$ cat config.mk
export PLATFORM = sky130hd
export DESIGN_NAME = gray_seq_ctrl_flat
export DESIGN_NICKNAME = d
export VERILOG_FILES = /design/src/rtl/gray_seq_pkg.sv /design/src/rtl/gray_seq_ctrl_if.sv /design/src/rtl/b2g_conv.sv /design/src/rtl/gray_seq_ctrl.sv /design/src/flat_wrapper.sv
export SDC_FILE = /design/constraint.sdc
export NUM_CORES = 1
export LEC_CHECK = 0
export CORE_UTILIZATION = 49
export CTS_CLUSTER_SIZE = 14
export DETAILED_ROUTE_END_ITERATION = 12
export GPL_TIMING_DRIVEN = 0
export PLACE_DENSITY = 0.79
export SLEW_MARGIN = 20
export SYNTH_ARGS = -nofsm -noshare
export SYNTH_HDL_FRONTEND = slang
export SYNTH_SLANG_ARGS = --single-unit
$ cat constraint.sdc
create_clock -name clk -period 2.3 [get_ports clk]
set_clock_uncertainty 0.2 [all_clocks]
set_input_delay 0.345 -clock clk [delete_from_list [all_inputs] [get_ports clk]]
set_output_delay 0.345 -clock clk [all_outputs]
set_load 0.05 [all_outputs]
$ cat src/rtl/gray_seq_pkg.sv
// Shared types, default sizes and the binary-to-Gray helper for the Gray sequencer.
package gray_seq_pkg;

    localparam int unsigned WIDTH_DEF = 3;
    localparam int unsigned LEN_W_DEF = 8;

    typedef enum logic [1:0] {
        IDLE = 2'd0,
        EMIT = 2'd1,
        DONE = 2'd2
    } state_e;

    // Reflected binary code of a value of up to 32 bits.
    function automatic logic [31:0] bin2gray(input logic [31:0] b);
        return b ^ (b >> 1);
    endfunction

endpackage

$ cat src/rtl/gray_seq_ctrl_if.sv
// Command, stream and status signals between a controller and the Gray sequencer.
interface gray_seq_ctrl_if
    import gray_seq_pkg::*;
#(
    parameter int unsigned WIDTH = WIDTH_DEF,
    parameter int unsigned LEN_W = LEN_W_DEF
);
    logic             start;
    logic             dir;
    logic [WIDTH-1:0] start_bin;
    logic [LEN_W-1:0] len;
    logic             abort;
    logic             out_ready;
    logic             out_valid;
    logic [WIDTH-1:0] gray_out;
    logic [WIDTH-1:0] bin_out;
    logic             wrap;
    logic             busy;
    logic             done;

    modport master (
        output start, dir, start_bin, len, abort, out_ready,
        input  out_valid, gray_out, bin_out, wrap, busy, done
    );

    modport slave (
        input  start, dir, start_bin, len, abort, out_ready,
        output out_valid, gray_out, bin_out, wrap, busy, done
    );
endinterface

$ cat src/rtl/b2g_conv.sv
// Purely combinational binary-to-Gray converter.
module b2g_conv
    import gray_seq_pkg::*;
#(
    parameter int unsigned WIDTH = WIDTH_DEF
) (
    input  logic [WIDTH-1:0] bin_i,
    output logic [WIDTH-1:0] gray_c
);

    assign gray_c = WIDTH'(bin2gray(32'(bin_i)));

endmodule

$ cat src/rtl/gray_seq_ctrl.sv
// Steps a modulo-2^WIDTH counter for a programmed run length and streams its Gray codes.
module gray_seq_ctrl
    import gray_seq_pkg::*;
#(
    parameter int unsigned WIDTH = WIDTH_DEF,
    parameter int unsigned LEN_W = LEN_W_DEF
) (
    input  logic           clk,
    input  logic           rst,
    gray_seq_ctrl_if.slave bus
);

    localparam logic [1:0] S_IDLE = IDLE;
    localparam logic [1:0] S_EMIT = EMIT;
    localparam logic [1:0] S_DONE = DONE;

    logic [1:0]       state_q, state_d;
    logic [WIDTH-1:0] bin_q, bin_d;
    logic [WIDTH-1:0] gray_q, gray_d;
    logic [LEN_W-1:0] rem_q, rem_d;
    logic             dir_q, dir_d;
    logic             out_valid_q, out_valid_d;
    logic             busy_q, busy_d;
    logic             done_q, done_d;
    logic             hs;

    assign hs = out_valid_q & bus.out_ready;

    // Gray code is computed from the next counter value so it lands in a flop alongside bin_q.
    b2g_conv #(.WIDTH(WIDTH)) u_b2g (
        .bin_i  (bin_d),
        .gray_c (gray_d)
    );

    // Next-state, counter and registered-output decode.
    always_comb begin
        state_d = state_q;
        bin_d   = bin_q;
        rem_d   = rem_q;
        dir_d   = dir_q;
        case (state_q)
            S_IDLE: begin
                if (bus.start) begin
                    if (bus.len != '0) begin
                        state_d = S_EMIT;
                        bin_d   = bus.start_bin;
                        rem_d   = bus.len;
                        dir_d   = bus.dir;
                    end else begin
                        state_d = S_DONE;
                    end
                end
            end
            S_EMIT: begin
                if (hs) begin
                    if (rem_q == LEN_W'(1)) begin
                        state_d = S_DONE;
                        rem_d   = '0;
                    end else begin
                        bin_d = dir_q ? bin_q - WIDTH'(1) : bin_q + WIDTH'(1);
                        rem_d = rem_q - LEN_W'(1);
                    end
                end
                // A same-cycle handshake still counts; abort only kills the remainder.
                if (bus.abort) begin
                    state_d = S_IDLE;
                end
            end
            S_DONE: begin
                state_d = S_IDLE;
            end
            default: begin
                state_d = S_IDLE;
            end
        endcase
        out_valid_d = (state_d == S_EMIT);
        busy_d      = (state_d != S_IDLE);
        done_d      = (state_d == S_DONE);
    end

    // State and output registers.
    always_ff @(posedge clk or posedge rst) begin
        if (rst) begin
            state_q     <= S_IDLE;
            bin_q       <= '0;
            gray_q      <= '0;
            rem_q       <= '0;
            dir_q       <= 1'b0;
            out_valid_q <= 1'b0;
            busy_q      <= 1'b0;
            done_q      <= 1'b0;
        end else begin
            state_q     <= state_d;
            bin_q       <= bin_d;
            gray_q      <= gray_d;
            rem_q       <= rem_d;
            dir_q       <= dir_d;
            out_valid_q <= out_valid_d;
            busy_q      <= busy_d;
            done_q      <= done_d;
        end
    end

    assign bus.out_valid = out_valid_q;
    assign bus.gray_out  = gray_q;
    assign bus.bin_out   = bin_q;
    assign bus.busy      = busy_q;
    assign bus.done      = done_q;
    assign bus.wrap      = out_valid_q & (dir_q ? (bin_q == '0) : (bin_q == '1));

endmodule

$ cat src/flat_wrapper.sv
// flat-port wrapper written by rule: the top's interface ports become plain ports
module gray_seq_ctrl_flat import gray_seq_pkg::*;
#(
    parameter int unsigned WIDTH = WIDTH_DEF,
    parameter int unsigned LEN_W = LEN_W_DEF
)
  (clk, rst, bus_start, bus_dir, bus_start_bin, bus_len, bus_abort, bus_out_ready, bus_out_valid, bus_gray_out, bus_bin_out, bus_wrap, bus_busy, bus_done);
  gray_seq_ctrl_if #(.WIDTH(WIDTH), .LEN_W(LEN_W)) bus_i ();
  input  logic clk;
  input  logic rst;
  input wire logic [$bits(bus_i.start)-1:0] bus_start;
  input wire logic [$bits(bus_i.dir)-1:0] bus_dir;
  input wire logic [$bits(bus_i.start_bin)-1:0] bus_start_bin;
  input wire logic [$bits(bus_i.len)-1:0] bus_len;
  input wire logic [$bits(bus_i.abort)-1:0] bus_abort;
  input wire logic [$bits(bus_i.out_ready)-1:0] bus_out_ready;
  output wire logic [$bits(bus_i.out_valid)-1:0] bus_out_valid;
  output wire logic [$bits(bus_i.gray_out)-1:0] bus_gray_out;
  output wire logic [$bits(bus_i.bin_out)-1:0] bus_bin_out;
  output wire logic [$bits(bus_i.wrap)-1:0] bus_wrap;
  output wire logic [$bits(bus_i.busy)-1:0] bus_busy;
  output wire logic [$bits(bus_i.done)-1:0] bus_done;
  assign bus_i.start = bus_start;
  assign bus_i.dir = bus_dir;
  assign bus_i.start_bin = bus_start_bin;
  assign bus_i.len = bus_len;
  assign bus_i.abort = bus_abort;
  assign bus_i.out_ready = bus_out_ready;
  assign bus_out_valid = bus_i.out_valid;
  assign bus_gray_out = bus_i.gray_out;
  assign bus_bin_out = bus_i.bin_out;
  assign bus_wrap = bus_i.wrap;
  assign bus_busy = bus_i.busy;
  assign bus_done = bus_i.done;
  gray_seq_ctrl #(.WIDTH(WIDTH), .LEN_W(LEN_W)) u_core (.clk(clk), .rst(rst), .bus(bus_i));
endmodule
Word-level counts from Yosys, hierarchy flattened
Cells that the tools add are included.
{"block": "op_classes", "bitwise_logic": 3, "mux": 18, "reduce_logical": 7, "n_addsub": 3, "n_eq_ne": 8}
{"op": "8-bit two-way mux", "n": 4}
{"op": "8-bit case mux with 2 select lines", "n": 1}
{"op": "3-bit two-way mux", "n": 5}
{"op": "2-bit two-way mux", "n": 5}
{"op": "8-bit by 1-bit == test with 1-bit output, second input constant", "n": 1}
{"op": "8-bit nonzero test", "n": 1}
{"op": "8-bit by 1-bit subtractor with 8-bit output, second input constant", "n": 1}
{"op": "3-bit case mux with 2 select lines", "n": 1}
{"op": "2-bit by 1-bit == test with 1-bit output, second input constant", "n": 2}
{"op": "2-bit by 1-bit != test with 1-bit output, second input constant", "n": 2}
{"op": "2-bit case mux with 2 select lines", "n": 1}
{"op": "4-bit AND reduction", "n": 1}
{"op": "2-bit nonzero test", "n": 2}
{"op": "3-bit by 1-bit adder with 3-bit output, second input constant", "n": 1}
{"op": "3-bit == test, second input constant", "n": 1}
{"op": "3-bit zero test", "n": 1}
{"op": "3-bit AND reduction", "n": 1}
{"op": "3-bit by 1-bit subtractor with 3-bit output, second input constant", "n": 1}
{"op": "3-bit by 2-bit XOR with 3-bit output", "n": 1}
{"op": "1-bit bitwise AND", "n": 2}
{"op": "2-bit == test, second input constant", "n": 1}
{"op": "2-bit zero test", "n": 1}
{"op": "2-bit != test, second input constant", "n": 1}
{"op": "1-bit two-way mux", "n": 1}
{"block": "word_totals", "elab_cells": 47, "register_bits": 20, "output_inout_bits": 10, "input_bits": 17}

Logic depth before layout (Yosys ltp)
{"block": "logic_depth", "word_depth": 6, "ltp_mapped": 8, "depth_no_buf": 7}

By module
A second synthesis with hierarchy kept.
{"block": "hier_totals", "cells_unflattened": 125, "hier_area_um2": 1201.2}
{"module": "gray_seq_ctrl", "area_per_inst_um2": 1176.1, "cells_per_inst": 122, "seq_area_each_um2": 500.5, "n_inst": 1}
{"module": "b2g_conv", "area_per_inst_um2": 25.0, "cells_per_inst": 3, "seq_area_each_um2": 0.0, "n_inst": 1}

Worst setup path after synthesis
No wires, ideal clock.
{"block": "synth_timing", "kind": "reg2out", "from": "register u_core.bin_q[1], in the netlist u_core.bus.bin_out[1]", "to": "output port bus_wrap", "t_arrival_ns": 2.473, "path_stages_with_launch": 3, "n_path_buf": 0, "required_time_ns": 1.755, "setup_slack_ns": -0.718, "path_cell_list": "dfrtp_1 -> or4b_2 -> a21boi_0"}
{"block": "synth_between", "elab_chain_len": 3, "elab_cells_between_ends": 4, "cone_classes": "1 x eq/ne; 1 x mux; 1 x bitwise; 1 x reduce/logical"}
{"element": "from (decl)", "line": "gray_seq_ctrl.sv:18", "text": "logic [WIDTH-1:0] bin_q, bin_d;"}
{"element": "from (signal assigned)", "line": "gray_seq_ctrl.sv:94", "text": "bin_q <= bin_d;"}
{"element": "3-bit == test / 3-bit zero test (equally long branches)", "line": "gray_seq_ctrl.sv:109", "text": "assign bus.wrap = out_valid_q & (dir_q ? (bin_q == '0) : (bin_q == '1));"}
{"element": "1-bit two-way mux *", "line": "gray_seq_ctrl.sv:109"}
{"element": "1-bit bitwise AND *", "line": "gray_seq_ctrl.sv:109"}
{"element": "to (decl)", "line": "flat_wrapper.sv:20", "text": "output wire logic [$bits(bus_i.wrap)-1:0] bus_wrap;"}
Mark *: on every way between the ends. The rest lies on a longest branch, timed or not.

==> results.txt <==
Crit. Startpoint - u_core.bus.bin_out[2]$_DFF_PP0_
Count leader, synth - dfrtp_1
Endpoints failing setup - 0
Crit path max fanout - 6
Post-DRT Antenna Nets - 0
Clk buf depth - 2
Max Clk Rate - 447 MHz
TritonCTS clock tree - done
Primary FF master, synth - dfrtp_1
Status - complete, no violations
Diodes inserted - 0
Post-synth EDFFs - 0
Pleak - 0.629 nW
CP Launch Type - register
Synth top cells by count - dfrtp_1, nand2_1, o21ai_0, inv_1, nor2_1
Synthesis Warnings - 0
CP required - 1.75 ns
Setup Crit Path Kind - register to output pin
Drt total wl - 2.53 mm
Register area - 477 sq um
Die H - 50.5 microns
Hold Crit Class - input port to asynchronous set/reset pin
Initial antenna violation count - 0
Detailed placement HPWL - 1.95 mm
Asr flop ratio synth - 1.00
Min Hold Slack - 0.272 ns
Final instance area - 0.00151 sq mm
Number of max-cap violations - 0
TritonCTS Buffers - 3
Worst slew pin tran - 0.722 ns
GR Overflow Total - 0
Die width - 50.5 microns
Crit path capture type - output pin
Vias in the first global route - 1014
Clock transition at path regs - 0.11 ns
Syn Std Cell Area - 0.00115 sq mm
Vias/cell - 5.75
Rel. slew slack - 0.516
Post CTS Setup Buffer Count - 0
Worst reg2reg path depth - 5
Largest net degree at the start of global routing - 20
Net Switching - 0.000793 W
Syn Nets - 141
Seq cells post-synth - 19
Yosys top cell by area - dfrtp_1
CTS HTree Levels - 1
Fillers - 205
Sw Share - 0.459
Routed WL per cell - 14.1 microns
Final Max Slew Viols - 0
Combinational Power Share - 0.541
Nets@finish - 172
# IOs - 27
R2R Setup Slk - 0.15 ns
DRT iter0 DRCs - 24
Clk sinks - 19
First-pass iteration count of the detailed router - 4
Gr usage total - 0.218
Maximum vdd drop - 0.945 mV
DRC - 0
Crit path arrival time - 1.69 ns
Min Clock Period, post-route - 2.24 ns
CTS Root Cell - clkbuf_4
Routed vias - 1029
Core area - 0.00221 sq mm
Ratio of cells with drive above 1 in the final layout - 0.132
Pre-CTS WS - -0.415 ns
Worst skew pair latency - 0.29 ns
Mapped Cells - 121
Tcrit/Tclk final - 0.972
Yosys top cell area share - 0.413
Post-Syn Area per Cell - 9.52 sq um
Synth-to-layout area growth - 30.9%
Buffers on Ports - 26
Die ar. - 0.00255 sq mm
Final worst setup slack - 0.0645 ns
Initial cell density of the core - 0.521
Flop pwr share - 0.361
RR Endpoint - u_core.bus.gray_out[0]$_DFF_PP0_
Total Power - 0.00173 W
Top cells by area, synth - dfrtp_1, o21ai_0, nand2_1, a22o_1, xnor2_1
Pint - 0.000935 W
Final hold violation count - 0
Multi-input logic area - 658 sq um
Yosys cell types - 37
Register area share after synthesis - 0.413
RSZ-0062 raised after global routing - false
Global-route wire length before repair - 4.17 mm
# rows - 17
GPL Wtd Cong - 0.871
Placed cell area - 0.00146 sq mm
PD cells - 1150 mW/mm^2
Reg2reg start - u_core.state_q[0]$_DFF_PP0_
Power share of the clock group - 0.098
[placed cells by master (no fill, tap or decap), types with 2 or more instances in the layout]
cell / instances
nor2b_1: 2
o41ai_1: 2
o21ai_0: 12
mux2i_1: 2
dfrtp_1: 18
a22o_1: 6
nor4_2: 2
clkdlybuf4s50_1: 25
nand2_1: 16
nand3_1: 2
clkbuf_1: 3
o31ai_1: 3
inv_1: 6
clkbuf_2: 2
xnor2_1: 4
nor2_1: 7
a21oi_1: 5
nor3_1: 2
a211oi_1: 3
nand2b_1: 3
clkbuf_4: 3
[power by group through the flow]
stage	Combinational [W]	Clock [W]	Sequential [W]
after floorplan	0.000524	0	0.000763
after global placement	0.000911	0	0.000615
after detailed placement	0.000929	0	0.000619
after CTS	0.000935	0.000171	0.000618
after global routing	0.00101	0.000181	0.000643
final	0.000935	0.000169	0.000623
[per-layer routing]
layer | GRT usage | vias to the layer above | share of wire
met2 | 0.376 | 31 | 0.49
met3 | 0.0333 | 4 | 0.044
met4 | 0.116 | 0 | 0.011
met1 | 0.261 | 495 | 0.45
li1 | - | 499 | -
met5 | 0 | - | 0
[how the worst max path moves through the flow]
stage	endpoint	slack, ns
2_1_floorplan	bus_wrap	0.02
6_report	bus_gray_out[2]	0.06
4_1_cts	bus_gray_out[2]	0.06
3_5_place_dp	u_core.rem_q[3]$_DFFE_PP0P_	-0.42
3_3_place_gp	bus_wrap	-0.35
5_1_grt	u_core.bus.gray_out[0]$_DFF_PP0_	0.004
[registers in the layout, summed over array words and instances, names as in the netlist]
name and flops:
u_core.bus.bin_out 3, u_core.bus.busy 1, u_core.bus.done 1, u_core.bus.gray_out 2
u_core.bus.out_valid 1, u_core.dir_q 1, u_core.rem_q 8, u_core.state_q 2
[metrics by stage]
step / setup TNS (ns) / utilization / std cells
after floorplan: 0 / - / 121
after global placement: -3.75 / 0.660 / 175
after detailed placement: -5.16 / 0.660 / 175
after CTS: 0 / 0.677 / 179
after global routing: 0 / 0.682 / 179
final: 0 / 0.682 / 179
[cells by family after synthesis]
family	after synthesis	synth area share
compound gates	38	0.243
xor+xnor	4	0.0304
fa+ha+maj	3	0.0391
buf+inv	12	0.0423
flops	19	0.413
mux	3	0.0304
simple gates	42	0.202
[final cells by class]
class,count,area share
Timing Repair Buffer,26,0.173
Inverter,7,0.0174
Tap cell,28,0.0232
Buffer,5,0.0166
Sequential cell,19,0.316
Clock buffer,4,0.0174
Multi-Input combinational cell,90,0.436
[worst max-delay path, cell delays in order (launching register included)]
cell             delay (ns)
dfrtp_1                0.48
buf_4                  0.15
clkdlybuf4s50_1        0.78
[timing repair]
item                                    CTS  global route
endpoints found under the setup margin   11            11
resized for setup                        10             7
endpoints found under the hold margin     0             0
hold buffers                              0             0
pin swaps                                 0             1
Power figures use the tool's default switching activity.
==> patch (same settings) <==
The package constant `LEN_W_DEF` goes from 8 to 16.
--- a/src/rtl/gray_seq_pkg.sv
+++ b/src/rtl/gray_seq_pkg.sv
@@ -2,7 +2,7 @@
 package gray_seq_pkg;
 
     localparam int unsigned WIDTH_DEF = 3;
-    localparam int unsigned LEN_W_DEF = 8;
+    localparam int unsigned LEN_W_DEF = 16;
 
     typedef enum logic [1:0] {
         IDLE = 2'd0,
Interface: changed (resized bus_len); port bits go from 27 to 35. The function was not compared with the original's and may differ.
==> patch against the unedited design <==
  * Critical endpoint is now u_core.rem_q[10]$_DFFE_PP0P_
  * Hold slack lost 0.10 ns
  * The run now ends with setup timing left
  * Sequential cell count grew 8
  * Total power grew 38%
  * Synthesized area grew 47%
  * Setup slack lost 0.32 ns
  * Cell area grew 70%
  * Routed wire length grew 140%
  * Cell count grew 69%
==> patch: results (changes against the unedited design) <==
| Metric | Value |
|---|---|
| Status | `finished, violations left (was complete, no violations)` |
| Failing checks | `setup timing` |
| Setup TNS | `-2.29 ns (was 0 ns)` |
| Max FFs per register | `16 (was 8)` |
| Critical path fanouts, max | `3 (was 6)` |
| PnR worst setup slack | `-0.256 ns (was 0.0645 ns)` |
| Seq cells | `27 (was 19)` |
| CTS resizes | `57 (was 10)` |
| Layout net count | `287 (was 172)` |
| Multi-input combinational area share | `46.4% (was 43.6%)` |
| XOR/XNOR share of the synthesized area | `1.55% (was 3.04%)` |
| Non-clock inverters | `8 (was 7)` |
| Mapped Nets | `229 (was 141)` |
| Routing usage on met1 | `39.0% (was 26.1%)` |
| Commonest cells in the netlist | `27 x dfrtp_1, 24 x o21ai_0, 18 x nor2_1 (was 19 x dfrtp_1, 16 x nand2_1, 12 x o21ai_0)` |
| Bufs w/o clock | `64 (was 31)` |
| Crit path to | `u_core.rem_q[10]$_DFFE_PP0P_ (was bus_gray_out[2])` |
| Comb power | `1.31 mW (was 935 uW)` |
| Dpl cell area | `2120 sq um (was 1460 sq um)` |
| Register Area | `677 sq um (was 477 sq um)` |
| # port buffers | `34 (was 26)` |
| Distinct cell type count after synthesis | `43 (was 37)` |
| FF-to-FF End | `u_core.rem_q[10]$_DFFE_PP0P_ (was u_core.bus.gray_out[0]$_DFF_PP0_)` |
| Clock Latency Late Sink | `0.34 ns (was 0.29 ns)` |
| Setup violators final | `23 (was 0)` |
| Met3 Use GR | `5.76% (was 3.33%)` |
| Post-Synth Adder-Cell Area | `2.66% (was 3.91%)` |
| Post-synthesis sequential area ratio | `39.9% (was 41.3%)` |
| Multi-input gate count | `155 (was 90)` |
| Met2 usage | `56.7% (was 37.6%)` |
| Met3 WL post-DR | `622 microns (was 111 microns)` |
| Fillers | `194 (was 205)` |
| Routability congestion estimate | `1.02 (was 0.871)` |
| Non-clk buf share | `22.9% (was 19.0%)` |
| # Post-CTS Setup Buffers | `12 (was 0)` |
| Clk pwr | `215 uW (was 169 uW)` |
| Hpwl dp | `3.67 mm (was 1.95 mm)` |
| Worst-path clk slew | `0.15 ns (was 0.11 ns)` |
| Top cells by area, synth | `dfrtp_1 40%, o21ai_0 7.1%, nor2_1 4.0% (was dfrtp_1 41%, o21ai_0 5.2%, nand2_1 5.2%)` |
| Lkg Pwr | `1.02 nW (was 0.629 nW)` |
| Avg WL per Cell | `20.1 microns (was 14.1 microns)` |
| GRT Resource Usage Total | `33.0% (was 21.8%)` |
| Drt via density | `6.77 (was 5.75)` |
| Metal2 WL | `3.04 mm (was 1.25 mm)` |
| Mux share of post-synthesis cell area | `0.590% (was 3.04%)` |
| Power density over the cells | `930 nW/um^2 (was 1150 nW/um^2)` |
[patch: cell count changes after synthesis, moves of 3 or more]
cell and change:
nor2_1 +11, a32oi_1 +6, a21oi_1 +8, dfrtp_1 +8, o21ai_0 +12, a22oi_1 +4
xnor2_1 -3, nor3_1 +11, nand3_1 +6, clkbuf_1 +4, a22o_1 -6, nor4_1 +6
o21ai_1 +4
[patch: metrics by stage]
step	hold WS (ns)	cells	setup WS [ns]	util [%]
after floorplan	0.198	201	-0.242	-
after global placement	0.293	279	-1.01	66.9
after detailed placement	0.316	279	-1.06	66.9
after CTS	0.350	296	-0.231	75.1
after global routing	0.218	302	-0.290	80.7
final	0.171	302	-0.256	80.7
[patch: critical path, stage by stage, from the launching register on]
cell and delay (ns):
dfrtp_1 0.42, inv_2 0.08, ha_4 0.11, or4b_4 0.47
or3_4 0.35, or4_4 0.43, and3_4 0.19, a21oi_2 0.12
o21ai_1 0.08
